`src/rtl/goeoqah_ser.sv`:
```
// Width-reducing serializer: captures a W_IN-bit word and emits it as W_OUT-bit beats, LSB slice first.
// Optional GOESER_PARITY_EN adds out_par, the registered XOR reduction of out_data.
module goeoqah_ser #(
    parameter  int W_IN   = 120,
    parameter  int W_OUT  = 15,
    localparam int N_BEAT = W_IN / W_OUT,
    localparam int IDX_W  = $clog2(N_BEAT)
) (
    input  logic              clk,
    input  logic              rst_n,
    input  logic              in_valid,
    output logic              in_ready,
    input  logic [W_IN-1:0]   in_data,
    output logic              out_valid,
    input  logic              out_ready,
    output logic [W_OUT-1:0]  out_data,
    output logic [IDX_W-1:0]  out_idx,
    output logic              out_last,
    output logic [7:0]        frames
`ifdef GOESER_PARITY_EN
    ,
    output logic              out_par
`endif
);

    generate
        if ((W_IN % W_OUT) != 0 || (W_IN / W_OUT) < 2) begin : g_bad_cfg
            $error("goeoqah_ser: W_IN must be a multiple of W_OUT with at least two beats");
        end
    endgenerate

    typedef enum logic {IDLE, SHIFT} state_t;

    state_t             r_state;
    logic [W_IN-1:0]    r_sh;
    logic [IDX_W-1:0]   r_idx;
    logic               r_last;
    logic               r_vld;
    logic [7:0]         r_frames;
`ifdef GOESER_PARITY_EN
    logic               r_par;
`endif

    logic w_take;
    logic w_done;
    logic w_ready;
    logic w_acc;

    assign w_take  = r_vld && out_ready;
    assign w_done  = w_take && r_last;
    // Ready is combinational from out_ready so the next word loads on the same edge the last beat leaves.
    assign w_ready = (r_state == IDLE) || w_done;
    assign w_acc   = in_valid && w_ready;

    always_ff @(posedge clk or negedge rst_n) begin
        if (!rst_n) begin
            r_state  <= IDLE;
            r_sh     <= '0;
            r_idx    <= '0;
            r_last   <= 1'b0;
            r_vld    <= 1'b0;
            r_frames <= 8'd0;
`ifdef GOESER_PARITY_EN
            r_par    <= 1'b0;
`endif
        end else begin
            if (w_done) begin
                r_frames <= r_frames + 8'd1;
            end
            if (w_acc) begin
                r_state <= SHIFT;
                r_sh    <= in_data;
                r_idx   <= '0;
                r_last  <= 1'b0;
                r_vld   <= 1'b1;
`ifdef GOESER_PARITY_EN
                r_par   <= ^in_data[W_OUT-1:0];
`endif
            end else if (w_take) begin
                if (r_last) begin
                    r_state <= IDLE;
                    r_vld   <= 1'b0;
                    r_last  <= 1'b0;
                    r_idx   <= '0;
                end else begin
                    r_sh    <= r_sh >> W_OUT;
                    r_idx   <= r_idx + IDX_W'(1);
                    r_last  <= (r_idx == IDX_W'(N_BEAT - 2));
`ifdef GOESER_PARITY_EN
                    // Parity of the beat that becomes current after this shift.
                    r_par   <= ^r_sh[2*W_OUT-1:W_OUT];
`endif
                end
            end
        end
    end

    assign in_ready  = w_ready;
    assign out_valid = r_vld;
    assign out_data  = r_sh[W_OUT-1:0];
    assign out_idx   = r_idx;
    assign out_last  = r_last;
    assign frames    = r_frames;
`ifdef GOESER_PARITY_EN
    assign out_par   = r_par;
`endif

endmodule

```
`config.mk`:
```
export PLATFORM = sky130hd
export DESIGN_NAME = goeoqah_ser
export DESIGN_NICKNAME = d
export VERILOG_FILES = /design/src/rtl/goeoqah_ser.sv
export SDC_FILE = /design/constraint.sdc
export NUM_CORES = 1
export LEC_CHECK = 0
export BUFFER_PORTS_ARGS = -buffer_cell sky130_fd_sc_hd__buf_2
export CORE_MARGIN = 2
export CORE_UTILIZATION = 59
export DETAILED_ROUTE_END_ITERATION = 8
export PLACE_DENSITY_LB_ADDON = 0.15
export RECOVER_POWER = 100
export SLEW_MARGIN = 40
export SYNTH_ARGS = -nofsm -noshare
export SYNTH_HDL_FRONTEND = slang
export SYNTH_SLANG_ARGS = --single-unit
```
`constraint.sdc`:
```
create_clock -name clk -period 3.1 [get_ports clk]
set_clock_uncertainty 0.15 [all_clocks]
set_input_delay 0.775 -clock clk [delete_from_list [all_inputs] [get_ports clk]]
set_output_delay 0.775 -clock clk [all_outputs]
set_load 0.01 [all_outputs]
```
==> impl_metrics.toml, run 1 <==
[sta]
hold_violations = 0
slew_viol_final = 31
finalSetupViolCount = 0
fmax_ghz = 0.398
rsz0062_at_grt = "false"
relSlewSlack_pct = -19.6
tightest_slew_ns = 1.79
finalSetupTns_ns = 0
fin_ws_ns = 0.588
finalCritPeriodShare_pct = 81.0
period_needed_ns = 2.51

[setup_path]
crit_path_start_kind = "flop"
slowest_delay_ns = 0.82
crit_family = "buffers and inverters"
crit_arrival_ns = 2.72
timing.critical_path.buf_inv = 2
path_class = "reg -> reg"
crit_fanout = 55
slowest_stage = "clkbuf_1"
end_kind = "flop"
critPathRequiredTime_ns = 3.30
cp_cell_sequence = "nand2b_1, nand2_1, clkbuf_1, buf_12, o221a_2"

[die]
initial_core_util_pct = 60.3
rows = 39
pin_count = 153
coreArea_sq_mm = 0.0114
dieHeight_microns = 112
chipWidth_microns = 112
die-area_sq_mm = 0.0126

[placement]
place.gp.congestion = 0.825
port_buffers = 152
dp.final_hpwl_microns = 11900
pre_cts_ws_ns = 0.749
placedInstanceArea_sq_mm = 0.00751

[global_routing]
grt.total_usage_pct = 29.9
gr-total-overflow = 0
grt_max_degree = 118
grt_first_pass_wirelength_microns = 29500
grt_pass1_vias = 5415
antenna_found_initial = 1

[cells_and_area]
nets = 877
fill_cells = 925
fin_util_pct = 70.0
drive_above_1_share_pct = 28.8
insertedDiodeCount = 0
areaGrowthSynthToFinish_pct = 16.1
finalInstanceArea_sq_mm = 0.00800

[logic_synthesis]
ys_seq_area_share_pct = 48.3
synthTopCellsByCount = "dfrtp_1, nor2_1, o21ai_0, nor3b_1, o221a_2"
yosysMostFrequentCell = "dfrtp_1"
synth_nets = 774
synthCells = 647
avgSynthCellArea_sq_um = 10.6
ys_warn_count = 0
synth-edff-count = 0
ys_ff_latch = 133
synth_top_area_share_pct = 48.3
synth_flop_cell = "dfrtp_1"
ys_types = 34
synth_area_leader_cell = "dfrtp_1"
async_flop_share_pct = 100
netlist_area_sq_mm = 0.00689
synthTopCellsByArea = "dfrtp_1, o221a_2, nor3b_1, o21ai_0, nor2_1"

[clocking]
clockBufferDepth = 2
cts_resized = 0
cts.sinks = 133
cts_htree_levels = 4
postCtsSetupBuffers = 0
clk_pin_slew_ns = 0.05
cts_tree = "done"
clk_latency_ns = 0.42
cts_buffers = 17
root_buffer = "clkbuf_16"
cts_hold_buf = 0

[outcome]
status = "complete, but fails checks"
violations = "max-capacitance violations, max-slew violations"

[detailed_routing]
ant_nets = 0
vias = 5774
drt_iter0_markers = 543
drtPass1Iterations = 5
drc = 0
wirelength_microns = 18700
vias_per_cell = 6.39
wl_per_cell_microns = 20.7

[pwr]
p_total_mw = 7.53
vdd_drop_max_mv = 0.562
power_leakage_nw = 3.52
powerDensity_mw_per_mm2 = 942

[run]
max-cap-violations = 1

[hold_path]
hp-class = "reg -> reg"
## state kept, by name (all words and copies together) (netlist names)
register   flops
out_idx        3
out_valid      1
out_last       1
r_sh         120
frames         8
## report_power, final
part	internal, mW	leakage [nW]	switching (mW)	total, mW
clock	1.17	0.273	0.705	1.88
sequential	2.47	1.58	0.672	3.14
combinational	1.26	1.67	1.25	2.51
## per-stage QoR
step / hold slack, ns / instances
after CTS: 0.0811 / 903
after global routing: 0.340 / 904
after global placement: 0.302 / 873
after detailed placement: 0.308 / 873
final: 0.318 / 904
after floorplan: 0.308 / 647
## path summary, 6_finish.rpt
path / from / end / slack, ns / depth (start not counted)
setup / recovery: out_last$_DFFE_PN0P_ / r_sh[76]$_DFFE_PN0P_ / 0.59 / 5
hold / removal: frames[7]$_DFFE_PN0P_ / frames[7]$_DFFE_PN0P_ / 0.32 / 1
setup reg to reg: out_last$_DFFE_PN0P_ / r_sh[76]$_DFFE_PN0P_ / 0.59 / 5
hold reg to reg: frames[7]$_DFFE_PN0P_ / frames[7]$_DFFE_PN0P_ / 0.32 / 1
max in group asynchronous: rst_n / frames[1]$_DFFE_PN0P_ / 0.87 / 2
min in group asynchronous: rst_n / r_sh[98]$_DFFE_PN0P_ / 0.68 / 1
## cells in the final DEF (no fill, tap or decap), types with 2 or more instances in the layout
cell type  instances
nand2_1            8
inv_1              3
clkbuf_16         17
nor2_1            79
xor2_1             3
a22o_1            17
ha_1               3
clkinv_2           4
a221o_1           28
nand2b_1           4
nor2b_1            2
dfrtp_1          133
nor3_1             2
a21oi_1            2
nand3_1            2
buf_4              9
o21ai_0           78
a21o_1             2
nand4_1            4
buf_12             5
clkbuf_8           4
o221a_1           22
buf_2            121
clkbuf_1          35
nor3b_1           77
o221a_2           55
and3_1            30
xnor2_1            4
## logic make-up after synthesis
kind of cell,Yosys count,share of synthesized area [%]
AO/OA/AOI/OAI,207,25.3
XOR/XNOR,7,0.890
adder cells (fa/ha/maj),3,0.545
buffers and inverters,86,7.30
flip-flops,133,48.3
multiplexers,1,0.145
AND/OR/NAND/NOR,210,17.4
## routing by layer
layer | global-route usage, % | share of wire, % | vias to the layer above
li1 | - | - | 2647
met1 | 44.6 | 44 | 2845
met2 | 44.4 | 46 | 251
met3 | 7.29 | 8.2 | 29
met4 | 8.46 | 1.5 | 2
met5 | 0 | 0.069 | -
## cell type report
class / count / area (sq um) / share of cell area [%]
Tap cell: 143 / 179 / 2.24
Multi-Input combinational cell: 428 / 3030 / 37.9
Inverter: 3 / 11.3 / 0.141
Sequential cell: 133 / 3330 / 41.6
Clock buffer: 25 / 495 / 6.20
Timing Repair Buffer: 167 / 901 / 11.3
Clock inverter: 5 / 50.0 / 0.626
Power figures use the tool's default switching activity.
==> run 2: changes to the inputs <==
--- a/config.mk
+++ b/config.mk
@@ -5,9 +5,10 @@
 export SDC_FILE = /design/constraint.sdc
 export NUM_CORES = 1
 export LEC_CHECK = 0
+export ABC_AREA = 1
 export BUFFER_PORTS_ARGS = -buffer_cell sky130_fd_sc_hd__buf_2
 export CORE_MARGIN = 2
-export CORE_UTILIZATION = 59
+export CORE_UTILIZATION = 54
 export DETAILED_ROUTE_END_ITERATION = 8
 export PLACE_DENSITY_LB_ADDON = 0.15
 export RECOVER_POWER = 100
==> constraint.sdc (replaced) <==
create_clock -name clk -period 2.6 [get_ports clk]
set_clock_uncertainty 0.15 [all_clocks]
set_input_delay 0.65 -clock clk [delete_from_list [all_inputs] [get_ports clk]]
set_output_delay 0.65 -clock clk [all_outputs]
set_load 0.01 [all_outputs]
==> impl_metrics.toml, run 2 <==
[cells_and_area]
mostFrequentLayoutCell = "nand2_1"
layout_common_cells = "nand2_1, nor2_1, dfrtp_1, buf_2, nand3_1"
max_flop_register = "r_sh"
largest_register_ffs = 120
fin_cells = 1213
insertedDiodeCount = 0
nets = 1181
drive_above_1_share_pct = 15.2
areaGrowthSynthToFinish_pct = 19.3
finalInstanceArea_sq_mm = 0.00788
fin_util_pct = 65.9

[setup_path]
path_class = "reg -> out"
critPathRequiredTime_ns = 1.80
crit_path_start = "out_valid$_DFFE_PN0P_"
crit_arrival_ns = 1.54
reg2reg_from = "out_valid$_DFFE_PN0P_"
end_kind = "primary output"
crit_fanout = 7
crit_path_start_kind = "flop"

[detailed_routing]
drc = 0
drt_iter0_markers = 559
ant_nets = 0
vias = 5940
wl_per_cell_microns = 13.4
vias_per_cell = 4.90
wirelength_microns = 16300
drtPass1Iterations = 5

[sta]
period_needed_ns = 2.34
fmax_ghz = 0.428
tightest_slew_ns = 0.968
rsz0062_at_grt = "false"
relSlewSlack_pct = 35.4
slew_viol_final = 0
finalSetupViolCount = 0
hold_violations = 0
finalCritPeriodShare_pct = 90.0
finalSetupTns_ns = 0

[die]
coreArea_sq_mm = 0.0120
pin_count = 153
rows = 40
initial_core_util_pct = 55.2
chipWidth_microns = 115
dieHeight_microns = 115
die-area_sq_mm = 0.0131

[placement]
placedInstanceArea_sq_mm = 0.00741
dp.cells = 1181
place.gp.congestion = 0.838
port_buffers = 152
dp.final_hpwl_microns = 10500

[logic_synthesis]
synth_area_leader_cell = "dfrtp_1"
ys_seq_area_share_pct = 50.4
synthTopCellsByArea = "dfrtp_1, nand2_1, nor2_1, nand3_1, inv_1"
synth_flop_cell = "dfrtp_1"
netlist_area_sq_mm = 0.00661
async_flop_share_pct = 100
synth_top_area_share_pct = 50.4
ys_warn_count = 0
synthCells = 938
synth_nets = 1065
ys_ff_latch = 133
avgSynthCellArea_sq_um = 7.04
synth-edff-count = 0
ys_types = 20
yosysMostFrequentCell = "nand2_1"
synthTopCellsByCount = "nand2_1, nor2_1, dfrtp_1, nand3_1, inv_1"

[clocking]
cts_buffers = 17
clockBufferDepth = 2
postCtsSetupBuffers = 0
root_buffer = "clkbuf_16"
cts_resized = 0
cts_tree = "done"
cts_htree_levels = 4
clk_pin_slew_ns = 0.05
cts_hold_buf = 1
clk_latency_ns = 0.42
cts.sinks = 133

[hold_path]
hold_path.startpoint = "in_data[110]"
hp-class = "in -> reg"

[pwr]
powerDensity_mw_per_mm2 = 1100
vdd_drop_max_mv = 0.555
p_total_mw = 8.63
power_leakage_nw = 4.50

[global_routing]
antenna_found_initial = 0
grt_first_pass_wirelength_microns = 26800
grt_max_degree = 106
gr-total-overflow = 0
grt.total_usage_pct = 26.3
grt_pass1_vias = 5428

[run]
max-cap-violations = 0

[outcome]
status = "finished, final reports clean"
==> run 2: cell count changes in the layout (fill, tap and decap cells not counted), sizes merged, moves of 4 or more <==
| cell | before | now |
|---|---|---|
| inv | 3 | 39 |
| o221a | 77 | 0 |
| nor2 | 79 | 237 |
| nand3 | 2 | 76 |
| nor3b | 77 | 0 |
| a221o | 28 | 0 |
| buf | 136 | 129 |
| a22o | 17 | 0 |
| o21ai | 78 | 2 |
| nand2b | 4 | 0 |
| and3 | 30 | 0 |
| clkbuf | 56 | 62 |
| nand2 | 9 | 372 |
==> run 2: layout make-up <==
| type | count | area [sq um] |
|---|---|---|
| flip-flops and latches | 133 | 3330 |
| clock inverters | 4 | 45.0 |
| multi-input cells | 698 | 2800 |
| clock buffers | 27 | 503 |
| repair buffers | 165 | 872 |
| fillers | 1130 | 4080 |
| well taps | 147 | 184 |
| inverters | 39 | 146 |
==> run 2: routing by layer <==
metal / up-vias / wire length, microns / global-route usage, %
met5: - / 0 / 0
met2: 193 / 7280 / 39.4
met3: 19 / 979 / 5.29
met1: 2663 / 7800 / 38.4
li1: 3065 / - / -
met4: 0 / 233 / 8.37
==> run 2: metrics by stage <==
stage	setup WS, ns	hold WS [ns]
CTS	0.376	0.269
global placement	0.528	0.325
finish	0.261	0.279
detailed placement	0.452	0.338
floorplan	0.568	0.204
global route	0.168	0.275
==> run 2: power by group <==
group | internal [mW] | switching (mW)
sequential | 2.99 | 0.552
clock | 1.41 | 0.834
combinational | 1.06 | 1.78
total | 5.46 | 3.17
==> run 2: critical path, stage by stage (launching register included) <==
cell      delay (ns)
dfrtp_1         0.45
nand3_1         0.26
nand2_1         0.24
clkbuf_1        0.18
==> run 2: final timing paths <==
check	depth (start not counted)	slack [ns]	to
hold / removal	3	0.28	r_sh[110]$_DFFE_PN0P_
hold reg to reg	2	0.35	r_sh[108]$_DFFE_PN0P_
setup reg to reg	6	0.32	out_last$_DFFE_PN0P_
setup / recovery	3	0.26	in_ready
min in group asynchronous	2	0.51	frames[5]$_DFFE_PN0P_
max in group asynchronous	3	0.49	r_sh[85]$_DFFE_PN0P_
==> run 2: kinds of logic (layout without fill, tap and decap cells) <==
| group | count (synthesis) | in the layout | synth area share [%] |
|---|---|---|---|
| AND/OR/NAND/NOR | 688 | 688 | 40.8 |
| AO/OA/AOI/OAI | 4 | 4 | 0.303 |
| XOR/XNOR | 3 | 3 | 0.398 |
| buffers and inverters | 107 | 235 | 7.50 |
| adder cells (fa/ha/maj) | 3 | 3 | 0.568 |
| flip-flops | 133 | 133 | 50.4 |
